==> src/rtl/time_set_ctrl.sv <==
// HH:MM time-setting controller: key debounce, press pulses,
// auto-repeat, edit FSM, load strobe and blink.
module time_set_ctrl #(
  parameter int DB_W         = 16,
  parameter int DEBOUNCE     = 1000,
  parameter int REPEAT_DELAY = 30000,
  parameter int REPEAT_RATE  = 8000,
  parameter int BLINK        = 20000
) (
  input  logic       clock,
  input  logic       reset,
  input  logic       key_mode,
  input  logic       key_inc,
  input  logic [4:0] cur_hour,
  input  logic [5:0] cur_minute,
  output logic       run_flag,
  output logic [1:0] set_state,
  output logic [4:0] edit_hour,
  output logic [5:0] edit_minute,
  output logic       load,
  output logic       blink
);

  typedef enum logic [1:0] {
    S_RUN  = 2'd0,
    S_HOUR = 2'd1,
    S_MIN  = 2'd2
  } state_e;

  localparam logic [DB_W-1:0] DB_LAST  = DB_W'(DEBOUNCE - 1);
  localparam logic [DB_W-1:0] RP_DLY   = DB_W'(REPEAT_DELAY);
  localparam logic [DB_W-1:0] RP_RATE  = DB_W'(REPEAT_RATE);
  localparam logic [DB_W-1:0] BL_LAST  = DB_W'(BLINK - 1);
  localparam logic [DB_W-1:0] CNT_ONE  = DB_W'(1);

  // key index 0 = mode, 1 = inc
  logic [1:0]      raw;
  logic [1:0]      sync1_q, sync2_q;
  logic [1:0]      db_q, db_d;
  logic [1:0]      db_dly_q;
  logic [1:0]      press_q, press_d;
  logic [DB_W-1:0] db_cnt_q [2];
  logic [DB_W-1:0] db_cnt_d [2];

  state_e          state_q, state_d;
  logic            run_q, run_d;
  logic [4:0]      hour_q, hour_d;
  logic [5:0]      min_q, min_d;
  logic            load_q, load_d;
  logic            blink_q, blink_d;
  logic [DB_W-1:0] blink_cnt_q, blink_cnt_d;
  logic [DB_W-1:0] rep_cnt_q, rep_cnt_d;
  logic            rep_ph_q, rep_ph_d;

  logic            in_set;
  logic            rep_fire;
  logic            mode_ev;
  logic            inc_ev;

  assign raw = {key_inc, key_mode};

  always_comb begin
    for (int k = 0; k < 2; k++) begin
      db_d[k]     = db_q[k];
      db_cnt_d[k] = '0;
      if (sync2_q[k] != db_q[k]) begin
        if (db_cnt_q[k] == DB_LAST) begin
          db_d[k] = sync2_q[k];
        end else begin
          db_cnt_d[k] = db_cnt_q[k] + CNT_ONE;
        end
      end
      press_d[k] = db_q[k] & ~db_dly_q[k];
    end
  end

  assign in_set   = (state_q != S_RUN);
  assign rep_fire = in_set & db_q[1] & ~press_q[1] &
                    (rep_cnt_q == (rep_ph_q ? RP_RATE : RP_DLY));
  assign mode_ev  = press_q[0];
  assign inc_ev   = (press_q[1] | rep_fire) & ~mode_ev;

  always_comb begin
    state_d = state_q;
    run_d   = run_q;
    hour_d  = hour_q;
    min_d   = min_q;
    load_d  = 1'b0;
    unique case (state_q)
      S_RUN: begin
        if (mode_ev) begin
          state_d = S_HOUR;
          hour_d  = cur_hour;
          min_d   = cur_minute;
          run_d   = 1'b0;
        end
      end
      S_HOUR: begin
        if (mode_ev) begin
          state_d = S_MIN;
        end else if (inc_ev) begin
          hour_d = (hour_q >= 5'd23) ? 5'd0 : hour_q + 5'd1;
        end
      end
      S_MIN: begin
        if (mode_ev) begin
          state_d = S_RUN;
          run_d   = 1'b1;
          load_d  = 1'b1;
        end else if (inc_ev) begin
          min_d = (min_q >= 6'd59) ? 6'd0 : min_q + 6'd1;
        end
      end
      default: begin
        state_d = S_RUN;
        run_d   = 1'b1;
      end
    endcase
  end

  // repeat timer restarts on each press and after each repeat
  always_comb begin
    rep_cnt_d = rep_cnt_q + CNT_ONE;
    rep_ph_d  = rep_ph_q;
    if (!in_set || !db_q[1] || state_d != state_q) begin
      rep_cnt_d = '0;
      rep_ph_d  = 1'b0;
    end else if (press_q[1]) begin
      rep_cnt_d = CNT_ONE;
      rep_ph_d  = 1'b0;
    end else if (rep_fire) begin
      rep_cnt_d = CNT_ONE;
      rep_ph_d  = 1'b1;
    end
  end

  always_comb begin
    blink_d     = blink_q;
    blink_cnt_d = blink_cnt_q + CNT_ONE;
    if (state_d == S_RUN || state_d != state_q) begin
      blink_d     = 1'b0;
      blink_cnt_d = '0;
    end else if (blink_cnt_q == BL_LAST) begin
      blink_d     = ~blink_q;
      blink_cnt_d = '0;
    end
  end

  always_ff @(posedge clock) begin
    if (reset) begin
      sync1_q     <= '0;
      sync2_q     <= '0;
      db_q        <= '0;
      db_dly_q    <= '0;
      press_q     <= '0;
      db_cnt_q[0] <= '0;
      db_cnt_q[1] <= '0;
      state_q     <= S_RUN;
      run_q       <= 1'b1;
      hour_q      <= '0;
      min_q       <= '0;
      load_q      <= 1'b0;
      blink_q     <= 1'b0;
      blink_cnt_q <= '0;
      rep_cnt_q   <= '0;
      rep_ph_q    <= 1'b0;
    end else begin
      sync1_q     <= raw;
      sync2_q     <= sync1_q;
      db_q        <= db_d;
      db_dly_q    <= db_q;
      press_q     <= press_d;
      db_cnt_q[0] <= db_cnt_d[0];
      db_cnt_q[1] <= db_cnt_d[1];
      state_q     <= state_d;
      run_q       <= run_d;
      hour_q      <= hour_d;
      min_q       <= min_d;
      load_q      <= load_d;
      blink_q     <= blink_d;
      blink_cnt_q <= blink_cnt_d;
      rep_cnt_q   <= rep_cnt_d;
      rep_ph_q    <= rep_ph_d;
    end
  end

  assign run_flag    = run_q;
  assign set_state   = state_q;
  assign edit_hour   = hour_q;
  assign edit_minute = min_q;
  assign load        = load_q;
  assign blink       = blink_q;

endmodule

==> config.mk <==
export PLATFORM = sky130hd
export DESIGN_NAME = time_set_ctrl
export DESIGN_NICKNAME = d
export VERILOG_FILES = /design/src/rtl/time_set_ctrl.sv
export SDC_FILE = /design/constraint.sdc
export NUM_CORES = 1
export LEC_CHECK = 0
export CORE_ASPECT_RATIO = 1.25
export CORE_MARGIN = 2
export CORE_UTILIZATION = 55
export CTS_CLUSTER_DIAMETER = 40
export DETAILED_ROUTE_END_ITERATION = 8
export HOLD_SLACK_MARGIN = 0.12
export MAX_ROUTING_LAYER = met4
export PLACE_DENSITY = 0.73
export SKIP_CTS_REPAIR_TIMING = 1
export SLEW_MARGIN = 20
export SYNTH_ARGS = -nofsm -noshare
export SYNTH_HDL_FRONTEND = slang
export SYNTH_SLANG_ARGS = --single-unit
==> constraint.sdc <==
create_clock -name clock -period 3.8 [get_ports clock]
set_clock_uncertainty 0.1 [all_clocks]
set_input_delay 0.76 -clock clock [delete_from_list [all_inputs] [get_ports clock]]
set_output_delay 0.76 -clock clock [all_outputs]
set_load 0.02 [all_outputs]
Word-level counts from Yosys, hierarchy flattened:

Memory sizes are Yosys's and may differ from the RTL's.
Index checks and enable logic that the tools add are counted.

* register bits after elaboration: 59
* memory bits (writable): 32
* input bits: 15
* output and inout port bits: 16
* word-level logic and storage cells: 107
* memories kept: 1

Memories
* db_cnt_q: depth 2, width 16, rd ports 2, clocked after Yosys merged registers in 0, write ports 2, RTL line 42 `logic [DB_W-1:0] db_cnt_q [2];`

* add/sub/neg operators: 6
* $lt $le $gt $ge: 2
* eq/ne operators: 15
* muxes and demuxes: 30
* bitwise logic cells: 16
* reductions and logical operators: 21

Operators with widths (count)
* $mux 16: 6
* $add 16x1->16 const B: 4
* $eq 16x10->1 const B: 2
* $mux 6: 4
* $mux 5: 4
* $eq 16x15->1: 1
* $eq 16x15->1 const B: 1
* $mux 15: 1
* $ne 2x2->1 const B: 6
* $pmux 6 s2: 1
* $pmux 5 s2: 1
* $mux 1: 8
* $reduce_and 4->1: 2
* $not 1->1: 7
* $add 6x1->6 const B: 1
* $and 1x1->1: 6
* $ge 6x6->1 const B: 1
* $mux 2: 3
* $pmux 2 s3: 1
* $reduce_bool 2->1: 3
* $reduce_or 2->1: 3
* $reduce_or 3->1: 2
* $add 5x1->5 const B: 1
* $ge 5x5->1 const B: 1
* 12 further kinds: 20

Depth between registers and ports, before layout:

Gate-level depths: netlist (run 1).

* depth after elaboration: 9
* mapped depth: 9
* mapped depth without buffers: 7

Worst setup path after synthesis (run 1):

Ideal clock, no wire load.

* kind: register -> register
* from: register rep_cnt_q[5]
* to: register min_q[5] (netlist: edit_minute[5])
* setup time: 0.059 ns
* data arrival time: 2.063 ns
* required time: 3.641 ns
* setup slack: 1.578 ns
* cell stages (with the launch flop): 7
* buffers on the path: 1
* period minus slack after synthesis: 2.222 ns
* path through: dfxtp_1 > or4b_1 > o31a_1 > or4b_1 > buf_2 > a22oi_2 > o221a_2

* cells in the longest elaborated chain, start to end: 6

RTL lines
* start, declared: RTL line 52 `logic [DB_W-1:0] rep_cnt_q, rep_cnt_d;`
* start signal, assigned: RTL line 182 `rep_cnt_q <= rep_cnt_d;`
* $eq 16x15->1: RTL line 79 `(rep_cnt_q == (rep_ph_q ? RP_RATE : RP_DLY));`
* $and 1x1->1: RTL line 78 `assign rep_fire = in_set & db_q[1] & ~press_q[1] &`
* $or 1x1->1: RTL line 81 `assign inc_ev = (press_q[1] | rep_fire) & ~mode_ev;`
* $and 1x1->1: RTL line 81
* $ne 2x2->1 (no line)
* $reduce_and 4->1 (no line)
* end signal, assigned: RTL line 178 `min_q <= min_d;`
* end, declared: RTL line 48 `logic [5:0] min_q, min_d;`

Every way passes these cells.
A chain may end at the register's enable or synchronous reset.

Worst setup path after layout (run 1):

* from: register rep_cnt_q[5]
* to: register hour_q[2] (netlist: edit_hour[2])

* cells in the longest elaborated chain, start to end: 6

RTL lines
* $eq 16x15->1: RTL line 79
* $and 1x1->1: RTL line 78
* $or 1x1->1: RTL line 81
* $and 1x1->1: RTL line 81
* $ne 2x2->1 (no line)
* $reduce_and 4->1 (no line)
* end signal, assigned: RTL line 177 `hour_q <= hour_d;`
* end, declared: RTL line 47 `logic [4:0] hour_q, hour_d;`

Every way passes these cells.

==> results of run 1 <==
cell type report:
cell class,count,area share
Sequential cell,91,0.393
Inverter,13,0.0105
Clock inverter,3,0.0148
Tap cell,90,0.0243
Timing Repair Buffer,31,0.0663
Multi-Input combinational cell,352,0.455
Clock buffer,13,0.0364
metrics by stage:
stage               total power [uW]  hold WS [ps]  utilization
floorplan                        992           267            -
global placement                1010           274        0.623
detailed placement              1010           276        0.623
CTS                             1750           284        0.657
global route                    1790           295        0.657
finish                          1740           278        0.657
cell families (layout without fill, tap and decap cells):
kind of cell               after synthesis  count (layout)  synth area share
AOI/OAI and AO/OA                       46              46            0.0783
xor gates and xnor gates                60              60             0.130
adders and majority gates                7               7            0.0217
buffers and inverters                   29              60            0.0275
DFF                                     91              91             0.450
muxes                                    2               2           0.00495
and+or+nand+nor                        237             237             0.287
worst reg2reg max path, stage by stage (launching register included):
cell and delay, ps:
sky130_fd_sc_hd__dfxtp_1 350, sky130_fd_sc_hd__or4b_1 520, sky130_fd_sc_hd__o31a_1 360, sky130_fd_sc_hd__nor4b_2 540, sky130_fd_sc_hd__or2_0 370, sky130_fd_sc_hd__a311oi_1 140
flip-flops by register name, indices dropped and copies added, names as in the netlist, 2 cells and up:
register	cells
blink_cnt_q	16
edit_minute	6
sync2_q	2
set_state	2
db_cnt_q	32
press_q	2
db_q	2
edit_hour	5
sync1_q	2
rep_cnt_q	16
db_dly_q	2
power groups by stage:
stage | clock network [uW] | registers [uW] | logic (uW)
floorplan | 0 | 979 | 13.1
global placement | 0 | 979 | 31.1
detailed placement | 0 | 979 | 31.2
CTS | 765 | 956 | 31.5
global route | 804 | 957 | 34.4
finish | 749 | 956 | 31.2
layer usage:
layer  wire (um)  part of all wire  up-vias  track usage
li1            -                 -     1673            -
met1        3550              0.45     1511        0.260
met2        3980              0.50       47        0.369
met3         194             0.025       17       0.0333
met4         186             0.024        0       0.0965
met5           0                 0        -            -
worst paths after layout:
kind                                start                         to  slack [ps]  depth (start not counted)
hold / removal     db_dly_q[1]$_SDFF_PP0_      press_q[1]$_SDFF_PP0_         280                          1
setup / recovery  rep_cnt_q[5]$_SDFF_PP0_  edit_hour[2]$_SDFFE_PP0P_        1310                          5
hold reg to reg    db_dly_q[1]$_SDFF_PP0_      press_q[1]$_SDFF_PP0_         280                          1
setup reg to reg  rep_cnt_q[5]$_SDFF_PP0_  edit_hour[2]$_SDFFE_PP0P_        1310                          5
cell usage in the layout, fill, tap and decap left out, drive strengths merged, types with 2 or more instances in the layout:
cell,Yosys,layout
nand2,31,31
a22oi,2,2
clkdlybuf4s50,0,30
nor2b,12,12
a211oi,9,9
inv,13,13
and3,9,9
nand2b,6,6
and2,2,2
bufinv,0,2
nor4,8,8
o21ai,4,4
xor2,29,29
and4,2,2
nor4b,4,4
dfxtp,91,91
clkbuf,14,13
xnor2,31,31
a21oi,15,15
a21o,2,2
nor3,26,26
o2111ai,2,2
mux2i,2,2
nand3,26,26
ha,7,7
nand4,11,11
o32ai,3,3
nor4bb,2,2
or3,4,4
nor2,88,88
or4b,2,2
nor3b,2,2
==> impl_metrics.yaml, run 1 <==
outcome:
  result_of_the_run: "completed"
floorplanning:
  die_area_um2: 8060
  coreArea_um2: 7060
  ios: 31
  die_width_um: 80.7
  die_height_um: 99.9
  rows: 34
  start_util: 0.573
timing:
  report.final.setup_viol: 0
  slew_headroom: 0.536
  final.setup.tns_ps: 0
  final-max-slew-violation-count: 0
  timing.fmax_ghz: 0.401
  grt_setup_unrepaired: "no"
  postLayoutSetupSlackWorst_ps: 1310
  finalCriticalPeriod_ps: 2490
  period_utilization: 0.656
  worstMarginPinSlew_ps: 689
  hold_viol_final: 0
layout:
  final_net_count: 520
  final_cell_count_no_fill: 593
  seq_area_um2: 1820
  multi_input_area_um2: 2110
  area_growth_pct: 14.7
  design_area_um2: 4640
  drive_gt1_frac: 0.0398
  fill_cells: 609
  antenna_cells_inserted: 0
clock_network:
  clock-root-buffer: "sky130_fd_sc_hd__clkbuf_8"
  tritoncts_clock_tree: "yes"
  clock_insertion_delay_worst_skew_ps: 350
  cts_buffers: 9
  clk_pin_slew_ps: 90
  h_tree_depth: 3
  cts_max_path_buffers: 2
  cts_sinks: 91
power:
  peakVddDrop_mv: 0.208
  power.net_switching_uw: 337
  power_share_of_the_sequential_group: 0.551
  share_comb_of_total_power: 0.018
  clkPwrFrac: 0.431
  power.density_nw_per_um2: 374
  swShare: 0.194
  internal_power_uw: 1400
  total_leakage_power_uw: 0.00149
critical_path:
  critical_path.startpoint_type: "flip-flop"
  crit_fanout: 6
  setup.worst_path.end_class: "flip-flop"
  critical_path_buffers_and_inverters: 0
  worst_ep_arrival_time_ps: 2620
  criticalPathCategory: "flip-flop to flip-flop"
  crit_path_cell_trace: "or4b_1 > o31a_1 > nor4b_2 > or2_0 > a311oi_1"
  critPathRequiredTime_ps: 3920
  crit_slowest_cell: "sky130_fd_sc_hd__nor4b_2"
  path_delay_family: "simple AND/OR/NAND/NOR gates"
  critical-path-max-stage-delay_ps: 540
global_route:
  wire_length_of_the_first_global_routing_pass_um: 13800
  grt_antenna_before_repair: 0
  grt_pass1_vias: 3212
  gr-usage-all-layers: 0.220
  largest_net_degree_at_the_start_of_global_routing: 26
  globalRoute.totalOverflow: 0
synthesis:
  synth_top_cell_area_share: 0.450
  synthMostInstantiatedCell: "sky130_fd_sc_hd__dfxtp_1"
  syn-instance-count: 472
  seq_area_frac_synth: 0.450
  yosysWarningCount: 0
  syn-mean-instance-area_um2: 8.57
  synth_enable_flop_cells: 0
  post_synth_instance_area_um2: 4040
  ys_seq_elements: 91
  synth_cell_types: 44
  postSynth.topFlopCell: "sky130_fd_sc_hd__dfxtp_1"
  synthDominantAreaCellType: "sky130_fd_sc_hd__dfxtp_1"
  postSynthNetCount: 494
  asyncSetResetFlopFracSynth: 0
  synthTopCellsByArea: "sky130_fd_sc_hd__dfxtp_1, sky130_fd_sc_hd__nor2_1, sky130_fd_sc_hd__xnor2_1"
  ys_top_cells_by_count: "sky130_fd_sc_hd__dfxtp_1, sky130_fd_sc_hd__nor2_1, sky130_fd_sc_hd__nand2_1, sky130_fd_sc_hd__xnor2_1, sky130_fd_sc_hd__xor2_1"
worst_hold_path:
  hold_wc_path_type: "flip-flop to flip-flop"
place:
  place_congestion: 0.807
  port_buffers: 30
  placed_cells_incl_taps: 577
  pre_cts_slack_ps: 1180
  placedInstanceArea_um2: 4400
  place.detailed.hpwl_um: 5710
routing:
  wl_um: 7900
  first_pass_iters: 5
  drc_errors: 0
  num_vias: 3248
  post_drt_via_cell_ratio: 5.48
  route.detailed.wl_per_inst_um: 13.3
  final_antenna_net_count: 0
  dr.first_iter.drc_count: 166
flow_run:
  maxCapViolations: 0
(Power assumes the default switching activity.)
==> run 2: changes to the inputs <==
==> constraint.sdc (replaced) <==
create_clock -name clock -period 2.4 [get_ports clock]
set_clock_uncertainty 0.1 [all_clocks]
set_input_delay 0.48 -clock clock [delete_from_list [all_inputs] [get_ports clock]]
set_output_delay 0.48 -clock clock [all_outputs]
set_load 0.02 [all_outputs]
==> run 2 against run 1 <==
Combinational power is 64% higher; global-route usage barely moved; flip-flop and latch count did not move; worst hold slack gained 12 ps; routed wire length rose by 0.91%; critical path depth stayed put; fmax grew 8.6%; design area grew 1.5%; worst setup slack worse by 1200 ps; first-iteration DRC count shrank 29%; clock power up 42%; power up 51%; critical path type unchanged; largest cell class unchanged; largest power group unchanged.
==> impl_metrics.yaml, run 2 (same netlist as run 1, synthesis figures left out) <==
routing:
  first_pass_iters: 4
  post_drt_via_cell_ratio: 5.45
  final_antenna_net_count: 0
  wl_um: 7980
  drc_errors: 0
  num_vias: 3297
  route.detailed.wl_per_inst_um: 13.2
  dr.first_iter.drc_count: 118
critical_path:
  criticalPathCategory: "flip-flop to flip-flop"
  crit-reg2reg-launch: "rep_cnt_q[4]$_SDFF_PP0_"
  setup.worst_path.end_class: "flip-flop"
  critical_path.startpoint_type: "flip-flop"
  critPathLaunch: "rep_cnt_q[4]$_SDFF_PP0_"
  worst_ep_arrival_time_ps: 2490
  crit_fanout: 6
  critPathRequiredTime_ps: 2590
layout:
  area_growth_pct: 16.4
  final_cell_count_no_fill: 605
  mostFrequentLayoutCell: "sky130_fd_sc_hd__dfxtp_1"
  largest_register: "db_cnt_q"
  drive_gt1_frac: 0.0660
  final_net_count: 532
  largest_reg_flops: 32
  antenna_cells_inserted: 0
  layout_top_registers: "db_cnt_q (32), blink_cnt_q (16), rep_cnt_q (16)"
  mostFrequentLayoutCells: "sky130_fd_sc_hd__dfxtp_1, sky130_fd_sc_hd__nor2_1, sky130_fd_sc_hd__nand2_1, sky130_fd_sc_hd__xnor2_1, sky130_fd_sc_hd__clkdlybuf4s50_1"
flow_run:
  maxCapViolations: 0
timing:
  worstMarginPinSlew_ps: 592
  finalCriticalPeriod_ps: 2300
  grt_setup_unrepaired: "no"
  final.setup.tns_ps: 0
  period_utilization: 0.957
  report.final.setup_viol: 0
  hold_viol_final: 0
  slew_headroom: 0.602
  timing.fmax_ghz: 0.435
  final-max-slew-violation-count: 0
floorplanning:
  start_util: 0.573
  die_height_um: 99.9
  die_area_um2: 8060
  ios: 31
  die_width_um: 80.7
  coreArea_um2: 7060
  rows: 34
clock_network:
  clock-root-buffer: "sky130_fd_sc_hd__clkbuf_8"
  tritoncts_clock_tree: "yes"
  h_tree_depth: 3
  clk_pin_slew_ps: 90
  clock_insertion_delay_worst_skew_ps: 350
  cts_max_path_buffers: 2
  cts_sinks: 91
  cts_buffers: 9
worst_hold_path:
  hold_start: "db_dly_q[0]$_SDFF_PP0_"
  hold_wc_path_type: "flip-flop to flip-flop"
place:
  place_congestion: 0.842
  port_buffers: 30
  placed_cells_incl_taps: 589
  place.detailed.hpwl_um: 5940
global_route:
  gr-usage-all-layers: 0.219
  globalRoute.totalOverflow: 0
  grt_pass1_vias: 3137
  wire_length_of_the_first_global_routing_pass_um: 13600
  grt_antenna_before_repair: 0
  largest_net_degree_at_the_start_of_global_routing: 24
power:
  power.total_uw: 2620
  total_leakage_power_uw: 0.00153
  peakVddDrop_mv: 0.494
  power.density_nw_per_um2: 557
outcome:
  result_of_the_run: "completed"
## run 2: cell type report
type / instances / area, um2
clock buffers: 10 / 138
repair buffers: 43 / 398
fillers: 599 / 2350
clock inverters: 6 / 71.3
multi-input cells: 352 / 2120
flip-flops and latches: 91 / 1820
inverters: 13 / 48.8
well taps: 90 / 113
## run 2: path summary, 6_finish.rpt
path / end / slack, ps / depth (start not counted)
hold reg to reg: press_q[0]$_SDFF_PP0_ / 290 / 1
hold / removal: press_q[0]$_SDFF_PP0_ / 290 / 1
setup reg to reg: edit_minute[5]$_SDFFE_PP0P_ / 100 / 5
setup / recovery: edit_minute[5]$_SDFFE_PP0P_ / 100 / 5
## run 2: layer usage
layer  vias up  wire length (um)  GRT usage
met1      1561              3550      0.247
met4         0               140     0.0926
met2        34              4100      0.379
met3        11               190     0.0405
met5         -                 0          -
li1       1691                 -          -
## run 2: through the flow
step | utilization | hold WS [ps] | setup slack, ps | instance area, um2
after CTS | 0.666 | 293 | 94.0 | 4700
final | 0.667 | 290 | 102 | 4710
after global routing | 0.667 | 302 | 10.4 | 4710
after global placement | 0.636 | 277 | 142 | 4490
after detailed placement | 0.636 | 276 | 108 | 4490
after floorplan | - | 267 | 178 | 4040
## run 2: power breakdown
part | leakage (uW) | internal, uW | switching [uW]
Sequential | 0.000734 | 1510 | 2.09
Clock | 0.0000995 | 519 | 538
Combinational | 0.000692 | 28.9 | 22.4
## run 2: worst max-delay path, cell delays in order (launching register included)
cell and delay (ps):
sky130_fd_sc_hd__dfxtp_1 350, sky130_fd_sc_hd__or4b_1 500, sky130_fd_sc_hd__o31a_1 300, sky130_fd_sc_hd__or4b_1 600, sky130_fd_sc_hd__a22oi_2 200, sky130_fd_sc_hd__o221a_2 200
==> run 3: changes to the inputs <==
--- a/config.mk
+++ b/config.mk
@@ -5,6 +5,7 @@
 export SDC_FILE = /design/constraint.sdc
 export NUM_CORES = 1
 export LEC_CHECK = 0
+export CAP_MARGIN = 0
 export CORE_ASPECT_RATIO = 1.25
 export CORE_MARGIN = 2
 export CORE_UTILIZATION = 55
==> results of run 3 <==
The final DEF is identical to that of run 2; final timing and power are the same.
